### config.mk
export PLATFORM = sky130hd
export DESIGN_NAME = apb_ppr_seq
export DESIGN_NICKNAME = d
export VERILOG_FILES = /design/src/rtl/apb_ppr_pkg.sv /design/src/rtl/ppr_req_fifo.sv /design/src/rtl/apb_ppr_seq.sv
export SDC_FILE = /design/constraint.sdc
export NUM_CORES = 1
export LEC_CHECK = 0
export ABC_CLOCK_PERIOD_IN_PS = 3700
export CAP_MARGIN = 20
export CORE_ASPECT_RATIO = 1.75
export CORE_MARGIN = 2
export CORE_UTILIZATION = 55
export CTS_CLUSTER_SIZE = 30
export DETAILED_ROUTE_END_ITERATION = 16
export HOLD_SLACK_MARGIN = 0.12
export PLACE_DENSITY = 0.78
export SYNTH_ARGS = -nofsm -noshare
export SYNTH_HDL_FRONTEND = slang
export SYNTH_SLANG_ARGS = --single-unit
### constraint.sdc
create_clock -name pclk_i -period 3.7 [get_ports pclk_i]
set_input_delay 0.555 -clock pclk_i [delete_from_list [all_inputs] [get_ports pclk_i]]
set_output_delay 0.555 -clock pclk_i [all_outputs]
set_load 0.02 [all_outputs]
### src/rtl/apb_ppr_pkg.sv
// apb_ppr_pkg: shared types for the PPR sequencer.
// Sequencer states, register addresses and the request-queue entry.
// Entry fields use the widest legal sizes (8 ranks, 8-bit bank, 16-bit
// row) so the package needs no parameters.
package apb_ppr_pkg;

  typedef enum logic [1:0] {
    ST_IDLE  = 2'd0,
    ST_ISSUE = 2'd1,
    ST_WAIT  = 2'd2,
    ST_CLEAR = 2'd3
  } ppr_state_e;

  localparam logic [7:0] ADDR_CTRL      = 8'h00;
  localparam logic [7:0] ADDR_RANK_SEL  = 8'h03;
  localparam logic [7:0] ADDR_CMD       = 8'h04;
  localparam logic [7:0] ADDR_BANK      = 8'h05;
  localparam logic [7:0] ADDR_ROW_LO    = 8'h06;
  localparam logic [7:0] ADDR_ROW_HI    = 8'h07;
  localparam logic [7:0] ADDR_QSTAT     = 8'h08;
  localparam logic [7:0] ADDR_DONE_STAT = 8'h60;
  localparam logic [7:0] ADDR_FAIL_STAT = 8'h61;
  localparam logic [7:0] ADDR_TMO_STAT  = 8'h62;
  localparam logic [7:0] ADDR_INTR_MASK = 8'h64;

  typedef struct packed {
    logic [2:0]  rank;
    logic [7:0]  bank;
    logic [15:0] row;
  } ppr_req_t;

  // One-hot decode of a rank index, caller keeps the low NB_RANK bits.
  function automatic logic [7:0] rank_onehot(input logic [2:0] idx);
    logic [7:0] oh;
    oh      = '0;
    oh[idx] = 1'b1;
    return oh;
  endfunction

endpackage

### src/rtl/ppr_req_fifo.sv
// ppr_req_fifo: synchronous request queue for the PPR sequencer.
// Push is refused while full and pop while empty; flush empties the
// queue and takes priority over push/pop in the same cycle.
module ppr_req_fifo
  import apb_ppr_pkg::*;
#(
  parameter int DEPTH = 4,
  localparam int PW   = $clog2(DEPTH),
  localparam int LW   = PW + 1
) (
  input  logic          clk_i,
  input  logic          rst_ni,
  input  logic          push_i,
  input  ppr_req_t      push_data_i,
  input  logic          pop_i,
  input  logic          flush_i,
  output ppr_req_t      head_o,
  output logic [LW-1:0] level_o,
  output logic          full_o,
  output logic          empty_o
);

  ppr_req_t        mem_q [DEPTH];
  logic [PW-1:0]   wr_ptr_q, wr_ptr_d;
  logic [PW-1:0]   rd_ptr_q, rd_ptr_d;
  logic [LW-1:0]   level_q, level_d;
  logic            push_ok, pop_ok;

  assign full_o  = (level_q == LW'(DEPTH));
  assign empty_o = (level_q == '0);
  assign level_o = level_q;
  assign head_o  = mem_q[rd_ptr_q];
  assign push_ok = push_i & ~full_o & ~flush_i;
  assign pop_ok  = pop_i & ~empty_o & ~flush_i;

  // Pointer and occupancy next-state
  always_comb begin
    wr_ptr_d = wr_ptr_q;
    rd_ptr_d = rd_ptr_q;
    level_d  = level_q;
    if (flush_i) begin
      wr_ptr_d = '0;
      rd_ptr_d = '0;
      level_d  = '0;
    end else begin
      if (push_ok) wr_ptr_d = wr_ptr_q + 1'b1;
      if (pop_ok)  rd_ptr_d = rd_ptr_q + 1'b1;
      if (push_ok && !pop_ok) level_d = level_q + 1'b1;
      if (pop_ok && !push_ok) level_d = level_q - 1'b1;
    end
  end

  // Pointer and occupancy registers
  always_ff @(posedge clk_i or negedge rst_ni) begin
    if (!rst_ni) begin
      wr_ptr_q <= '0;
      rd_ptr_q <= '0;
      level_q  <= '0;
    end else begin
      wr_ptr_q <= wr_ptr_d;
      rd_ptr_q <= rd_ptr_d;
      level_q  <= level_d;
    end
  end

  // Entry storage; contents are don't-care until pushed
  always_ff @(posedge clk_i) begin
    if (push_ok) mem_q[wr_ptr_q] <= push_data_i;
  end

endmodule

### src/rtl/apb_ppr_seq.sv
// apb_ppr_seq: APB-programmed multi-rank Post-Package-Repair sequencer.
// Software stages rank/bank/row and enqueues with CMD; the sequencer
// issues one request at a time and records done/fail per rank.
// Optional watchdog: define PPR_TIMEOUT_EN to bound the WAIT state.
module apb_ppr_seq
  import apb_ppr_pkg::*;
#(
  parameter int APB_ADDRWIDTH  = 16,
  parameter int APB_DATAWIDTH  = 8,
  parameter int NB_RANK        = 2,
  parameter int BANK_WIDTH     = 5,
  parameter int ROW_WIDTH      = 16,
  parameter int QUEUE_DEPTH    = 4,
  parameter int TIMEOUT_CYCLES = 1024
) (
  input  logic                     pclk_i,
  input  logic                     prst_ni,
  input  logic [APB_ADDRWIDTH-1:0] paddr_i,
  input  logic                     psel_i,
  input  logic                     penable_i,
  input  logic                     pwrite_i,
  input  logic [APB_DATAWIDTH-1:0] pwdata_i,
  input  logic [3:0]               pstrb_i,
  output logic                     pready_o,
  output logic [APB_DATAWIDTH-1:0] prdata_o,
  output logic                     pslverr_o,
  output logic [NB_RANK-1:0]       ppr_en_o,
  output logic [BANK_WIDTH-1:0]    ppr_bank_o,
  output logic [ROW_WIDTH-1:0]     ppr_row_o,
  input  logic [NB_RANK-1:0]       ppr_done_status_i,
  input  logic [NB_RANK-1:0]       ppr_status_i,
  output logic                     mc_intr_o
);

  localparam int LVL_W = $clog2(QUEUE_DEPTH) + 1;

  // Configuration / status registers
  logic                  enable_q, enable_d;
  logic [2:0]            rank_sel_q, rank_sel_d;
  logic [BANK_WIDTH-1:0] bank_q, bank_d;
  logic [ROW_WIDTH-1:0]  row_q, row_d;
  logic [NB_RANK-1:0]    done_stat_q, done_stat_d;
  logic [NB_RANK-1:0]    fail_stat_q, fail_stat_d;
  logic [NB_RANK-1:0]    intr_mask_q, intr_mask_d;
  logic [NB_RANK-1:0]    tmo_stat;
  logic                  intr_q;

  // Sequencer state
  ppr_state_e            state_q;
  logic [NB_RANK-1:0]    ppr_en_q;
  logic [BANK_WIDTH-1:0] ppr_bank_q;
  logic [ROW_WIDTH-1:0]  ppr_row_q;
  logic [NB_RANK-1:0]    cur_oh_q;

  // APB decode
  logic apb_access, apb_wr, apb_rd, wr_strb, wr_ok;
  logic addr_err, val_err;
  logic [7:0] rdata;
  logic [7:0] bank_ext, done_ext, fail_ext, tmo_ext, mask_ext;
  logic [15:0] row_ext, row_wr;

  // Queue interface
  ppr_req_t         push_req, head;
  logic             push, pop, flush;
  logic [LVL_W-1:0] fifo_level;
  logic             fifo_full, fifo_empty;
  logic [3:0]       level4;
  logic [7:0]       head_oh8;
  logic [NB_RANK-1:0] head_oh;

  // Completion / timeout events of the in-flight request
  logic               done_hit, pass_hit, tmo_hit;
  logic [NB_RANK-1:0] done_clr, fail_clr, tmo_clr;
  logic [NB_RANK-1:0] done_set, fail_set, tmo_set;

  assign apb_access = psel_i & penable_i;
  assign apb_wr     = apb_access & pwrite_i;
  assign apb_rd     = apb_access & ~pwrite_i;
  assign wr_strb    = apb_wr & pstrb_i[0];
  assign pready_o   = apb_access;
  assign pslverr_o  = apb_access & (addr_err | val_err);
  assign wr_ok      = wr_strb & ~addr_err & ~val_err;
  assign prdata_o   = apb_rd ? rdata : '0;

  assign done_hit = (state_q == ST_WAIT) && |(ppr_done_status_i & cur_oh_q);
  assign pass_hit = |(ppr_status_i & cur_oh_q);
  assign pop      = (state_q == ST_IDLE) && enable_q && !fifo_empty && !flush;
  assign head_oh8 = rank_onehot(head.rank);
  assign head_oh  = head_oh8[NB_RANK-1:0];

  // Zero-extended views of narrow registers for readback
  always_comb begin
    bank_ext = '0;
    bank_ext[BANK_WIDTH-1:0] = bank_q;
    row_ext  = '0;
    row_ext[ROW_WIDTH-1:0] = row_q;
    done_ext = '0;
    done_ext[NB_RANK-1:0] = done_stat_q;
    fail_ext = '0;
    fail_ext[NB_RANK-1:0] = fail_stat_q;
    tmo_ext  = '0;
    tmo_ext[NB_RANK-1:0] = tmo_stat;
    mask_ext = '0;
    mask_ext[NB_RANK-1:0] = intr_mask_q;
    level4   = '0;
    level4[LVL_W-1:0] = fifo_level;
    push_req = '0;
    push_req.rank = rank_sel_q;
    push_req.bank[BANK_WIDTH-1:0] = bank_q;
    push_req.row[ROW_WIDTH-1:0] = row_q;
  end

  // Address decode, read mux and error detection
  always_comb begin
    addr_err = 1'b0;
    val_err  = 1'b0;
    rdata    = '0;
    case (paddr_i)
      APB_ADDRWIDTH'(ADDR_CTRL):      rdata = {7'b0, enable_q};
      APB_ADDRWIDTH'(ADDR_RANK_SEL): begin
        rdata   = {5'b0, rank_sel_q};
        val_err = wr_strb && (32'(pwdata_i) >= NB_RANK);
      end
      APB_ADDRWIDTH'(ADDR_CMD):       val_err = wr_strb && pwdata_i[0] && fifo_full;
      APB_ADDRWIDTH'(ADDR_BANK):      rdata = bank_ext;
      APB_ADDRWIDTH'(ADDR_ROW_LO):    rdata = row_ext[7:0];
      APB_ADDRWIDTH'(ADDR_ROW_HI):    rdata = row_ext[15:8];
      APB_ADDRWIDTH'(ADDR_QSTAT): begin
        rdata   = {fifo_full, (state_q != ST_IDLE), 2'b00, level4};
        val_err = wr_strb;
      end
      APB_ADDRWIDTH'(ADDR_DONE_STAT): rdata = done_ext;
      APB_ADDRWIDTH'(ADDR_FAIL_STAT): rdata = fail_ext;
      APB_ADDRWIDTH'(ADDR_TMO_STAT):  rdata = tmo_ext;
      APB_ADDRWIDTH'(ADDR_INTR_MASK): rdata = mask_ext;
      default:                        addr_err = 1'b1;
    endcase
  end

  // Register write commit and status set/clear (hardware set wins)
  always_comb begin
    enable_d    = enable_q;
    rank_sel_d  = rank_sel_q;
    bank_d      = bank_q;
    row_d       = row_q;
    intr_mask_d = intr_mask_q;
    row_wr      = row_ext;
    push        = 1'b0;
    flush       = 1'b0;
    done_clr    = '0;
    fail_clr    = '0;
    tmo_clr     = '0;
    if (wr_ok) begin
      case (paddr_i)
        APB_ADDRWIDTH'(ADDR_CTRL): begin
          enable_d = pwdata_i[0];
          flush    = pwdata_i[1];
        end
        APB_ADDRWIDTH'(ADDR_RANK_SEL):  rank_sel_d = pwdata_i[2:0];
        APB_ADDRWIDTH'(ADDR_CMD):       push = pwdata_i[0];
        APB_ADDRWIDTH'(ADDR_BANK):      bank_d = pwdata_i[BANK_WIDTH-1:0];
        APB_ADDRWIDTH'(ADDR_ROW_LO): begin
          row_wr[7:0] = pwdata_i;
          row_d       = row_wr[ROW_WIDTH-1:0];
        end
        APB_ADDRWIDTH'(ADDR_ROW_HI): begin
          row_wr[15:8] = pwdata_i;
          row_d        = row_wr[ROW_WIDTH-1:0];
        end
        APB_ADDRWIDTH'(ADDR_DONE_STAT): done_clr = pwdata_i[NB_RANK-1:0];
        APB_ADDRWIDTH'(ADDR_FAIL_STAT): fail_clr = pwdata_i[NB_RANK-1:0];
        APB_ADDRWIDTH'(ADDR_TMO_STAT):  tmo_clr = pwdata_i[NB_RANK-1:0];
        APB_ADDRWIDTH'(ADDR_INTR_MASK): intr_mask_d = pwdata_i[NB_RANK-1:0];
        default: ;
      endcase
    end
    done_set    = done_hit ? cur_oh_q : '0;
    fail_set    = ((done_hit && !pass_hit) || tmo_hit) ? cur_oh_q : '0;
    tmo_set     = tmo_hit ? cur_oh_q : '0;
    done_stat_d = (done_stat_q & ~done_clr) | done_set;
    fail_stat_d = (fail_stat_q & ~fail_clr) | fail_set;
  end

  // Software-visible registers and the interrupt flop
  always_ff @(posedge pclk_i or negedge prst_ni) begin
    if (!prst_ni) begin
      enable_q    <= 1'b0;
      rank_sel_q  <= '0;
      bank_q      <= '0;
      row_q       <= '0;
      done_stat_q <= '0;
      fail_stat_q <= '0;
      intr_mask_q <= '0;
      intr_q      <= 1'b0;
    end else begin
      enable_q    <= enable_d;
      rank_sel_q  <= rank_sel_d;
      bank_q      <= bank_d;
      row_q       <= row_d;
      done_stat_q <= done_stat_d;
      fail_stat_q <= fail_stat_d;
      intr_mask_q <= intr_mask_d;
      intr_q      <= |((done_stat_q | tmo_stat) & ~intr_mask_q);
    end
  end

`ifdef PPR_TIMEOUT_EN
  localparam int TMO_W = $clog2(TIMEOUT_CYCLES) + 1;
  logic [TMO_W-1:0]   tmo_cnt_q;
  logic [NB_RANK-1:0] tmo_stat_q;

  assign tmo_hit  = (state_q == ST_WAIT) && !done_hit &&
                    (tmo_cnt_q == TMO_W'(TIMEOUT_CYCLES - 1));
  assign tmo_stat = tmo_stat_q;

  // Watchdog: restarts at each issue, counts WAIT cycles; TMO_STAT flops
  always_ff @(posedge pclk_i or negedge prst_ni) begin
    if (!prst_ni) begin
      tmo_cnt_q  <= '0;
      tmo_stat_q <= '0;
    end else begin
      if (state_q == ST_ISSUE)     tmo_cnt_q <= '0;
      else if (state_q == ST_WAIT) tmo_cnt_q <= tmo_cnt_q + 1'b1;
      tmo_stat_q <= (tmo_stat_q & ~tmo_clr) | tmo_set;
    end
  end
`else
  assign tmo_hit  = 1'b0;
  assign tmo_stat = '0;
`endif

  // Sequencer FSM: pop, issue, wait for done (or timeout), one-cycle gap
  always_ff @(posedge pclk_i or negedge prst_ni) begin
    if (!prst_ni) begin
      state_q    <= ST_IDLE;
      ppr_en_q   <= '0;
      ppr_bank_q <= '0;
      ppr_row_q  <= '0;
      cur_oh_q   <= '0;
    end else begin
      case (state_q)
        ST_IDLE: begin
          if (pop) begin
            state_q    <= ST_ISSUE;
            ppr_bank_q <= head.bank[BANK_WIDTH-1:0];
            ppr_row_q  <= head.row[ROW_WIDTH-1:0];
            cur_oh_q   <= head_oh;
          end
        end
        ST_ISSUE: begin
          state_q  <= ST_WAIT;
          ppr_en_q <= cur_oh_q;
        end
        ST_WAIT: begin
          if (done_hit || tmo_hit) begin
            state_q  <= ST_CLEAR;
            ppr_en_q <= '0;
          end
        end
        default: state_q <= ST_IDLE;
      endcase
    end
  end

  assign ppr_en_o   = ppr_en_q;
  assign ppr_bank_o = ppr_bank_q;
  assign ppr_row_o  = ppr_row_q;
  assign mc_intr_o  = intr_q;

  ppr_req_fifo #(
    .DEPTH (QUEUE_DEPTH)
  ) u_fifo (
    .clk_i       (pclk_i),
    .rst_ni      (prst_ni),
    .push_i      (push),
    .push_data_i (push_req),
    .pop_i       (pop),
    .flush_i     (flush),
    .head_o      (head),
    .level_o     (fifo_level),
    .full_o      (fifo_full),
    .empty_o     (fifo_empty)
  );

  // Bits that exist only for the widest configuration
  logic unused_bits;
  assign unused_bits = ^{pstrb_i[3:1], head, head_oh8, row_wr, tmo_clr, tmo_set};

endmodule
# [After elaboration in Yosys (flattened, before gate mapping)]
# Memory sizes are Yosys's and may differ from the RTL's.
# Cells that the tools add are included.
# W data, S select, Z words.
[word_totals] reg_bits=66 mem_bits_rw=96 in_bits=37 word_cells=137 mem_count=1
[mem_list] memory="u_fifo.mem_q" depth=4 width=24 read_ports=1 rd_clocked_by_memory_dff=0 wr=1 line="ppr_req_fifo.sv:23" source="ppr_req_t mem_q [DEPTH];"
[classes] n_addsub=4 n_lt_le_gt_ge=3 n_eq_ne=15 n_mux=31 n_bitwise=29 reduce_logical=37
[ops] operator="$pmux W8 S9" count=1
[ops] operator="$eq A16 B3 Y1 const B" count=4
[ops] operator="$eq A16 B7 Y1 const B" count=4
[ops] operator="$pmux W16 S2" count=1
[ops] operator="$mux W2" count=13
[ops] operator="$eq A16 B2 Y1 const B" count=1
[ops] operator="$eq A16 B4 Y1 const B" count=1
[ops] operator="$logic_not A16 Y1" count=1
[ops] operator="$reduce_and A2 Y1" count=7
[ops] operator="$and A1 B1 Y1" count=11
[ops] operator="$logic_and A1 B1 Y1" count=11
[ops] operator="$reduce_or A11 Y1" count=1
[ops] operator="$and A2 B2 Y2" count=5
[ops] operator="$mux W3" count=3
[ops] operator="$ge A8 B2 Y1 const B" count=1
[ops] operator="$mux W1" count=8
[ops] operator="$mux W8" count=1
[ops] operator="$reduce_bool A2 Y1" count=4
[ops] operator="$not A1 Y1" count=7
[ops] operator="$not A2 Y2" count=3
[ops] operator="$pmux W2 S3" count=1
[ops] operator="$reduce_and A3 Y1" count=2
[ops] operator="$reduce_or A2 Y1" count=3
[ops] operator="$logic_not A1 Y1" count=5
[ops] operator="other kinds (18)" count=20

# [Logic depth before layout (Yosys ltp)]
# Gate-level depths: netlist (run 1).
[logic_depth] word_depth=18 ltp_mapped=11 mapped_depth_nobuf=10

# [By module]
# A second synthesis (run 1) with hierarchy kept.
[unflattened] cells_unflattened=458 hier_area_um2=7511.0
[modules_own_cells] mod="ppr_req_fifo" n_inst=1 cells_per_inst=188 area_per_inst_um2=4371.7 seq_area_each_um2=3418.3
[modules_own_cells] mod="apb_ppr_seq" n_inst=1 cells_per_inst=270 area_per_inst_um2=3139.3 seq_area_each_um2=1476.4

# [Worst setup path before layout (run 1)]
# OpenSTA, ideal clock, no wires.
[synth_timing] path_kind="in2out" start="input paddr_i[1]" end="output prdata_o[1]" t_arrival_ns=2.378 t_required_ns=3.145 setup_slack_ns=0.767 stages=6 n_path_buf=1 cell_sequence="clkbuf_1 -> or4bb_1 -> nor4_2 -> a22oi_1 -> o211a_1 -> a211oi_1"
[synth_via] elab_chain_len=3
[synth_rtl] element="from (decl)" line="apb_ppr_seq.sv:18" source="input logic [APB_ADDRWIDTH-1:0] paddr_i,"
[synth_rtl] element="$eq A16 B7 Y1, or another cell as far along" line="apb_ppr_seq.sv:118" source="case (paddr_i)"
[synth_rtl] element="$pmux W8 S9 *" line="apb_ppr_seq.sv:118"
[synth_rtl] element="$mux W8 *" line="apb_ppr_seq.sv:83" source="assign prdata_o = apb_rd ? rdata : '0;"
[synth_rtl] element="to (decl)" line="apb_ppr_seq.sv:25" source="output logic [APB_DATAWIDTH-1:0] prdata_o,"
# Every way passes the cells marked *; elsewhere a longest branch is shown, timed or not.

# [Worst setup path after layout (run 1)]
[layout_timing] start="input paddr_i[13]" end="output prdata_o[2]"
# Same word-level chain as after synthesis.

==> results of run 1 <==
[cells in the final DEF, fill, tap and decap left out, types with 3 or more instances in the layout]
cell / n
nand2_1: 22
nand3_2: 3
mux2_2: 31
a222oi_1: 4
a21oi_1: 11
a22o_1: 3
dlymetal6s2s_1: 3
a22oi_1: 8
nor2b_1: 3
nor3_1: 9
ha_1: 7
o31ai_1: 4
a21o_1: 5
nand3_1: 5
nor2_1: 13
or4_1: 7
nor3b_1: 3
dfrtp_1: 66
nor3_2: 3
mux2_1: 8
clkbuf_16: 17
clkdlybuf4s50_1: 58
inv_1: 9
clkinvlp_4: 5
edfxtp_1: 96
buf_12: 4
mux2i_1: 3
mux4_2: 22
o21ai_0: 9
nor4_4: 4
dlygate4sd2_1: 5
inv_6: 4
nor4_1: 6
buf_4: 53
and3_1: 4
mux2_4: 9
[state kept, by name (all words and copies together) (netlist names)]
name             flops
cur_oh_q             2
done_stat_q          2
bank_q               5
state_q              2
u_fifo.rd_ptr_q      2
fail_stat_q          2
u_fifo.mem_q        96
intr_mask_q          2
u_fifo.level_o       3
ppr_en_o             2
enable_q             1
u_fifo.wr_ptr_q      2
rank_sel_q           3
row_ext             16
ppr_bank_o           5
ppr_row_o           16
mc_intr_o            1
[kinds of logic (layout without fill, tap and decap cells)]
kind of cell,Yosys count,in the layout,share of synthesized area
xor gates and xnor gates,2,2,0.00250
adders and majority gates,8,8,0.0154
buffers and inverters,24,167,0.0159
DFF,162,162,0.648
AOI/OAI and AO/OA,63,63,0.0634
and+or+nand+nor,102,102,0.0981
muxes,73,73,0.157
[cell type report]
type / count / area, µm² / area share
Clock inverter: 13 / 150 / 0.0168
Inverter: 9 / 33.8 / 0.00379
Tap cell: 168 / 210 / 0.0236
Clock buffer: 19 / 433 / 0.0486
Sequential cell: 162 / 4530 / 0.509
Multi-Input combinational cell: 248 / 2370 / 0.266
Timing Repair Buffer: 126 / 1180 / 0.133
[power by group]
| part | leakage [nW] | switching (mW) | internal (mW) |
|---|---|---|---|
| clock network | 0.267 | 0.720 | 1.00 |
| registers | 1.99 | 0.00211 | 1.90 |
| logic | 1.50 | 0.0666 | 0.0684 |
[cells in the mapped netlist (8+ instances only)]
| cell | count | area share |
|---|---|---|
| nand2_1 | 22 | 0.012 |
| mux2_4 | 9 | 0.019 |
| mux2_2 | 31 | 0.050 |
| edfxtp_1 | 96 | 0.41 |
| a21oi_1 | 12 | 0.0086 |
| a22oi_1 | 8 | 0.0086 |
| o21ai_0 | 10 | 0.0071 |
| dfrtp_1 | 66 | 0.24 |
| mux4_2 | 22 | 0.071 |
| nor2_1 | 13 | 0.0070 |
| mux2_1 | 8 | 0.013 |
| inv_1 | 9 | 0.0048 |
| nor3_1 | 10 | 0.0071 |
[worst max-delay path by stage]
stage,start,to,slack [ns],depth (start not counted)
6_report,paddr_i[13],prdata_o[2],0.12,7
5_1_grt,paddr_i[6],prdata_o[1],0.002,9
4_1_cts,paddr_i[8],prdata_o[6],0.01,8
3_5_place_dp,paddr_i[13],prdata_o[2],-0.10,7
3_3_place_gp,paddr_i[13],prdata_o[1],-0.12,8
2_1_floorplan,paddr_i[1],prdata_o[1],0.77,6
[worst register-to-register path, delay by kind of cell (launching register included)]
family | cells | cell delay (ns)
flops | 1 | 0.40
buf+inv | 2 | 0.34
fa+ha+maj | 1 | 0.36
compound gates | 3 | 0.71
mux | 1 | 0.34
[routing by layer]
layer / up-vias / track usage
li1: 1998 / -
met1: 2391 / 0.304
met2: 217 / 0.456
met3: 46 / 0.0578
met4: 0 / 0.108
met5: - / 0
[what timing repair did]
action | in CTS | in global routing
hold buffers | 1 | 0
resized for setup | 7 | 5
setup endpoints to repair | 8 | 4
hold endpoints to repair | 17 | 0
==> qor.yml, run 1 <==
timing:
  maxSlewHeadroom: 0.421
  drv_slew: 0
  fin_setup_tns_ns: 0
  timing.final.ws_setup_ns: 0.118
  hold_viol: 0
  rsz0062_at_grt: "no"
  fmax_mhz: 279
  worst_slew_pin_slew_ns: 0.861
  finClkSkew_ns: 0.00997
  hold_ws_ns: 0.487
  min_period_over_period: 0.968
  fin_crit_ns: 3.58
  finalSetupViolCount: 0
critical_path:
  cp_slowest_stage_delay_ns: 0.63
  cp.arrival_ns: 3.03
  path_buf_inv: 3
  endpoint_kind: "output pin"
  crit_family: "buffers and inverters"
  r2r_start: "state_q[0]"
  path_max_fanout: 4
  startpoint_type: "input pin"
  r2r-end: "state_q[1]"
  crit_path_cell_trace: "clkdlybuf4s50_1 -> or4_1 -> buf_4 -> nor3_2 -> a222oi_1 -> a211oi_1 -> dlygate4sd2_1"
  cp.required_ns: 3.14
  worstSetupPathType: "in -> out"
  r2r_cells: 7
  cpMaxStageDelayCell: "or4_1"
  r2r_slack_ns: 1.42
cells_and_area:
  nets: 609
  antenna-diode-count: 0
  synthToLayoutAreaGrowth_pct: 27.3
  fin_area_um2: 8910
  finalNonFillerCells: 745
  fin_util: 0.717
  drive_gt1_frac: 0.291
  n_fill_cell: 818
pwr:
  power_density_nw_per_um2: 422
  p_leak_nw: 3.76
  ir_worst_vdd_mv: 0.347
  p_total_mw: 3.76
detailed_routing:
  wl_met3_um: 786
  route.detailed.drc: 0
  maxUsedRoutingLayer: "met4"
  vias_per_cell: 6.24
  finalWirelength_um: 16800
  met1_length_um: 6080
  wl_met2_um: 9290
  wl_per_cell_um: 22.5
  vias: 4652
  firstDrtPassIters: 5
  ant_nets: 0
  initialDrtViolationCount: 421
synth:
  syn_area_per_cell_um2: 16.1
  syn_area_um2: 7000
  syn_nets: 479
  yosysUniqueCellTypes: 63
  ys_seq_elements: 162
  synthArstFlopShare: 0.407
  netlist_instances: 434
  seq_area_frac_synth: 0.648
  yosys_warnings: 0
  synth_edf_count: 96
  synthFlopType: "edfxtp_1"
placed_design:
  port_buffers: 67
  place_ws_ns: -0.103
  dp_hpwl_um: 11000
  dp_cells: 712
  place_area_um2: 8310
  gp_congestion: 0.916
worst_hold_path:
  hold_path.class: "reg -> reg"
  whs_path_depth: 1
  min_from: "ppr_bank_o[3]"
  holdPathEnd: "ppr_bank_o[3]"
clock_network:
  post_cts_buffers: 0
  max-clock-path-buffers: 2
  clk-insertion-delay-late_ns: 0.41
  cts_tree: "done"
  numCtsBuffers: 17
  numClockSinks: 162
  cts_root_buf: "clkbuf_16"
  path_clk_slew_ns: 0.06
  htree_num_levels: 4
grt:
  gr-total-overflow: 0
  grt_pass1_wl_um: 26200
  grt_pass1_vias: 4857
  antenna_found_initial: 0
  grt.total_usage: 0.262
  grt_max_degree: 29
floorplan:
  die_area_um2: 13700
  num_rows: 54
  initial_core_util: 0.563
  fp.dieW_um: 89.3
  num_io_pins: 71
  coreArea_um2: 12400
  die_y_um: 153
outcome:
  run_status: "finished, final reports clean"
run:
  maxCapViolCount: 0
Power figures use the tool's default switching activity.
==> run 2: changes to the inputs <==
--- a/config.mk
+++ b/config.mk
@@ -5,6 +5,7 @@
 export SDC_FILE = /design/constraint.sdc
 export NUM_CORES = 1
 export LEC_CHECK = 0
+export ABC_AREA = 1
 export ABC_CLOCK_PERIOD_IN_PS = 3700
 export CAP_MARGIN = 20
 export CORE_ASPECT_RATIO = 1.75
@@ -13,7 +14,7 @@
 export CTS_CLUSTER_SIZE = 30
 export DETAILED_ROUTE_END_ITERATION = 16
 export HOLD_SLACK_MARGIN = 0.12
-export PLACE_DENSITY = 0.78
+export PLACE_DENSITY = 0.77
 export SYNTH_ARGS = -nofsm -noshare
 export SYNTH_HDL_FRONTEND = slang
 export SYNTH_SLANG_ARGS = --single-unit
==> constraint.sdc (replaced) <==
create_clock -name pclk_i -period 3.7 [get_ports pclk_i]
set_input_delay 0.555 -clock pclk_i [delete_from_list [all_inputs] [get_ports pclk_i]]
set_output_delay 0.555 -clock pclk_i [all_outputs]
set_load 0.1 [all_outputs]
==> run 2 against run 1 <==
Against the previous run: critical path depth rose by 4; total power increased by 3.1%; fmax increased by 3.8%; die area rose by 0.70%; synthesized area increased by 0.73%; clock skew rose by 0.00094 ns; sequential power about the same; design area shrank 2.7%; sequential share of layout area rose by 1.4 points; clock power is 3% higher; critical path type unchanged.
==> qor.yml, run 2 <==
timing:
  finalSetupViolCount: 0  # unchanged
  timing.final.ws_setup_ns: 0.248  # was 0.118 ns
  min_period_over_period: 0.933  # was 0.968
  worst_slew_pin_slew_ns: 0.998  # was 0.861 ns
  hold_ws_ns: 0.485  # was 0.487 ns
  hold_viol: 0  # unchanged
  fmax_mhz: 290  # was 279 MHz
  fin_setup_tns_ns: 0  # unchanged
  finClkSkew_ns: 0.0109  # was 0.00997 ns
  maxSlewHeadroom: 0.334  # was 0.421
  rsz0062_at_grt: "no"  # unchanged
  fin_crit_ns: 3.45  # was 3.58 ns
  drv_slew: 0  # unchanged
worst_hold_path:
  hold_path.class: "in -> async"  # was reg -> reg
floorplan:
  coreArea_um2: 12500  # was 12400 µm²
  die_area_um2: 13800  # was 13700 µm²
  die_y_um: 154  # was 153 µm
  fp.dieW_um: 89.6  # was 89.3 µm
  num_io_pins: 71  # unchanged
  num_rows: 54  # unchanged
  initial_core_util: 0.564  # was 0.563
synth:
  synth_edf_count: 96  # unchanged
  ys_seq_elements: 162  # unchanged
  synth_commonest_cells: "nand2_1, edfxtp_1, dfrtp_1"  # was edfxtp_1, dfrtp_1, mux2_2
  synth_top_area_frac: 0.409  # was 0.412
  synthArstFlopShare: 0.407  # unchanged
  syn_area_per_cell_um2: 10.7  # was 16.1 µm²
  netlist_instances: 662  # was 434
  yosysUniqueCellTypes: 42  # was 63
  syn_nets: 707  # was 479
  synth_most_common_cell: "nand2_1"  # was edfxtp_1
  synthFlopType: "edfxtp_1"  # unchanged
  seq_area_frac_synth: 0.643  # was 0.648
  yosys_warnings: 0  # unchanged
  yosys-top-cells-area: "edfxtp_1, dfrtp_1, nand2_1"  # was edfxtp_1, dfrtp_1, mux4_2
  synth_top_area_cell: "edfxtp_1"  # unchanged
  syn_area_um2: 7050  # was 7000 µm²
cells_and_area:
  fin_util: 0.694  # was 0.717
  top_register: "u_fifo.mem_q"  # unchanged
  synthToLayoutAreaGrowth_pct: 23.0  # was 27.3%
  antenna-diode-count: 0  # unchanged
  final_common_cell: "nand2_1"  # was edfxtp_1
  final_cell_mix: "nand2_1, edfxtp_1, dfrtp_1"  # was edfxtp_1, dfrtp_1, clkdlybuf4s50_1
  largest_reg_flops: 96  # unchanged
  nets: 786  # was 609
  drive_gt1_frac: 0.122  # was 0.291
detailed_routing:
  route.detailed.drc: 0  # unchanged
  finalWirelength_um: 16800  # about the same
  firstDrtPassIters: 5  # unchanged
  met1_length_um: 5890  # was 6080 µm
  wl_met3_um: 982  # was 786 µm
  wl_per_cell_um: 18.2  # was 22.5 µm
  vias_per_cell: 5.64  # was 6.24
  ant_nets: 0  # unchanged
  wl_met2_um: 9350  # was 9290 µm
  vias: 5201  # was 4652
  initialDrtViolationCount: 501  # was 421
  maxUsedRoutingLayer: "met4"  # unchanged
grt:
  grt_pass1_vias: 5339  # was 4857
  gr-total-overflow: 0  # unchanged
  grt.total_usage: 0.266  # was 0.262
  grt_pass1_wl_um: 27000  # was 26200 µm
  antenna_found_initial: 0  # unchanged
  grt_max_degree: 49  # was 29
pwr:
  pwr-share-comb: 0.049  # was 0.036
  seqPwrFrac: 0.495  # was 0.506
  power_density_nw_per_um2: 447  # was 422 nW/µm²
  p_sw_frac: 0.226  # was 0.210
  ir_worst_vdd_mv: 0.501  # was 0.347 mV
  clockPowerShare: 0.456  # was 0.458
  p_total_mw: 3.88  # was 3.76 mW
  switchingPower_mw: 0.876  # was 0.789 mW
  p_leak_nw: 3.59  # was 3.76 nW
  intPower_mw: 3.00  # was 2.97 mW
clock_network:
  clk-insertion-delay-late_ns: 0.44  # was 0.41 ns
  numCtsBuffers: 17  # unchanged
  cts_tree: "done"  # unchanged
  htree_num_levels: 4  # unchanged
  path_clk_slew_ns: 0.07  # was 0.06 ns
  cts_root_buf: "clkbuf_16"  # unchanged
  cts-resized-gates: 0  # was 7
  numClockSinks: 162  # unchanged
  max-clock-path-buffers: 2  # unchanged
outcome:
  run_status: "finished, final reports clean"  # unchanged
placed_design:
  place_ws_ns: 0.169  # was -0.103 ns
  gp_congestion: 0.944  # was 0.916
  dp_hpwl_um: 11600  # was 11000 µm
  port_buffers: 67  # unchanged
run:
  maxCapViolCount: 0  # unchanged
critical_path:
  cp.required_ns: 3.14  # about the same
  endpoint_kind: "output pin"  # unchanged
  cp.arrival_ns: 2.90  # was 3.03 ns
  startpoint_type: "input pin"  # unchanged
  worstSetupPathType: "in -> out"  # unchanged
  path_max_fanout: 11  # was 4
[run 2: path summary, 6_finish.rpt]
kind | startpoint | to | slack (ns) | cells past startpoint
max in group asynchronous | prst_ni | row_ext[8] | 2.34 | 4
min in group pclk_i | ppr_bank_o[4] | ppr_bank_o[4] | 0.49 | 2
hold reg to reg | ppr_bank_o[4] | ppr_bank_o[4] | 0.49 | 2
setup reg to reg | state_q[0] | u_fifo.level_o[2] | 1.00 | 13
hold / removal | prst_ni | u_fifo.wr_ptr_q[1] | 0.49 | 2
setup / recovery | paddr_i[14] | prdata_o[4] | 0.25 | 11
[run 2: metrics by stage]
| stage | instance area, µm² | instances |
|---|---|---|
| floorplan | 7060 | 662 |
| global route | 8680 | 922 |
| CTS | 8650 | 920 |
| finish | 8680 | 922 |
| detailed placement | 8050 | 888 |
| global placement | 8050 | 888 |
[run 2: kinds of logic (layout without fill, tap and decap cells)]
| group | count (synthesis) | in the layout | share of synthesized area |
|---|---|---|---|
| compound gates | 138 | 138 | 0.124 |
| xor+xnor | 1 | 1 | 0.00124 |
| fa+ha+maj | 8 | 8 | 0.0153 |
| flops | 162 | 162 | 0.643 |
| buf+inv | 80 | 172 | 0.0497 |
| simple gates | 273 | 273 | 0.167 |
[run 2: power groups by stage]
stage	logic [mW]	clock network, mW	registers (mW)
after floorplan	0.0998	0	1.96
after CTS	0.192	1.78	1.92
final	0.191	1.77	1.92
after global placement	0.180	0	1.96
after global routing	0.218	1.87	1.92
after detailed placement	0.191	0	1.96
[run 2: timing repair]
item | 4_1_cts | 5_1_grt
endpoints found under the hold margin | 0 | 5
endpoints found under the setup margin | 0 | 0
buffers inserted | 0 | 0
hold buffers | 0 | 1
[run 2: cell type report]
type,instances,area [µm²]
multi-input combinational,420,2180
inverter,58,220
clock buffer,18,429
sequential,162,4530
clock inverter,14,169
tap,168,210
fill,892,3820
timing repair buffer,82,931
[run 2: worst max-delay path: stages]
cell and delay (ns):
clkdlybuf4s50_1 0.41, nor2_1 0.10, nand2_1 0.07, nor2_2 0.37, nand2_1 0.24, nand2_1 0.13
nor2_2 0.06, nand3_1 0.09, nand2_1 0.21, a31oi_1 0.42, buf_12 0.23
[run 2: layer usage]
layer | vias to the layer above | GRT usage
met4 | 0 | 0.119
li1 | 2449 | -
met1 | 2486 | 0.301
met2 | 230 | 0.465
met3 | 36 | 0.0574
met5 | - | 0
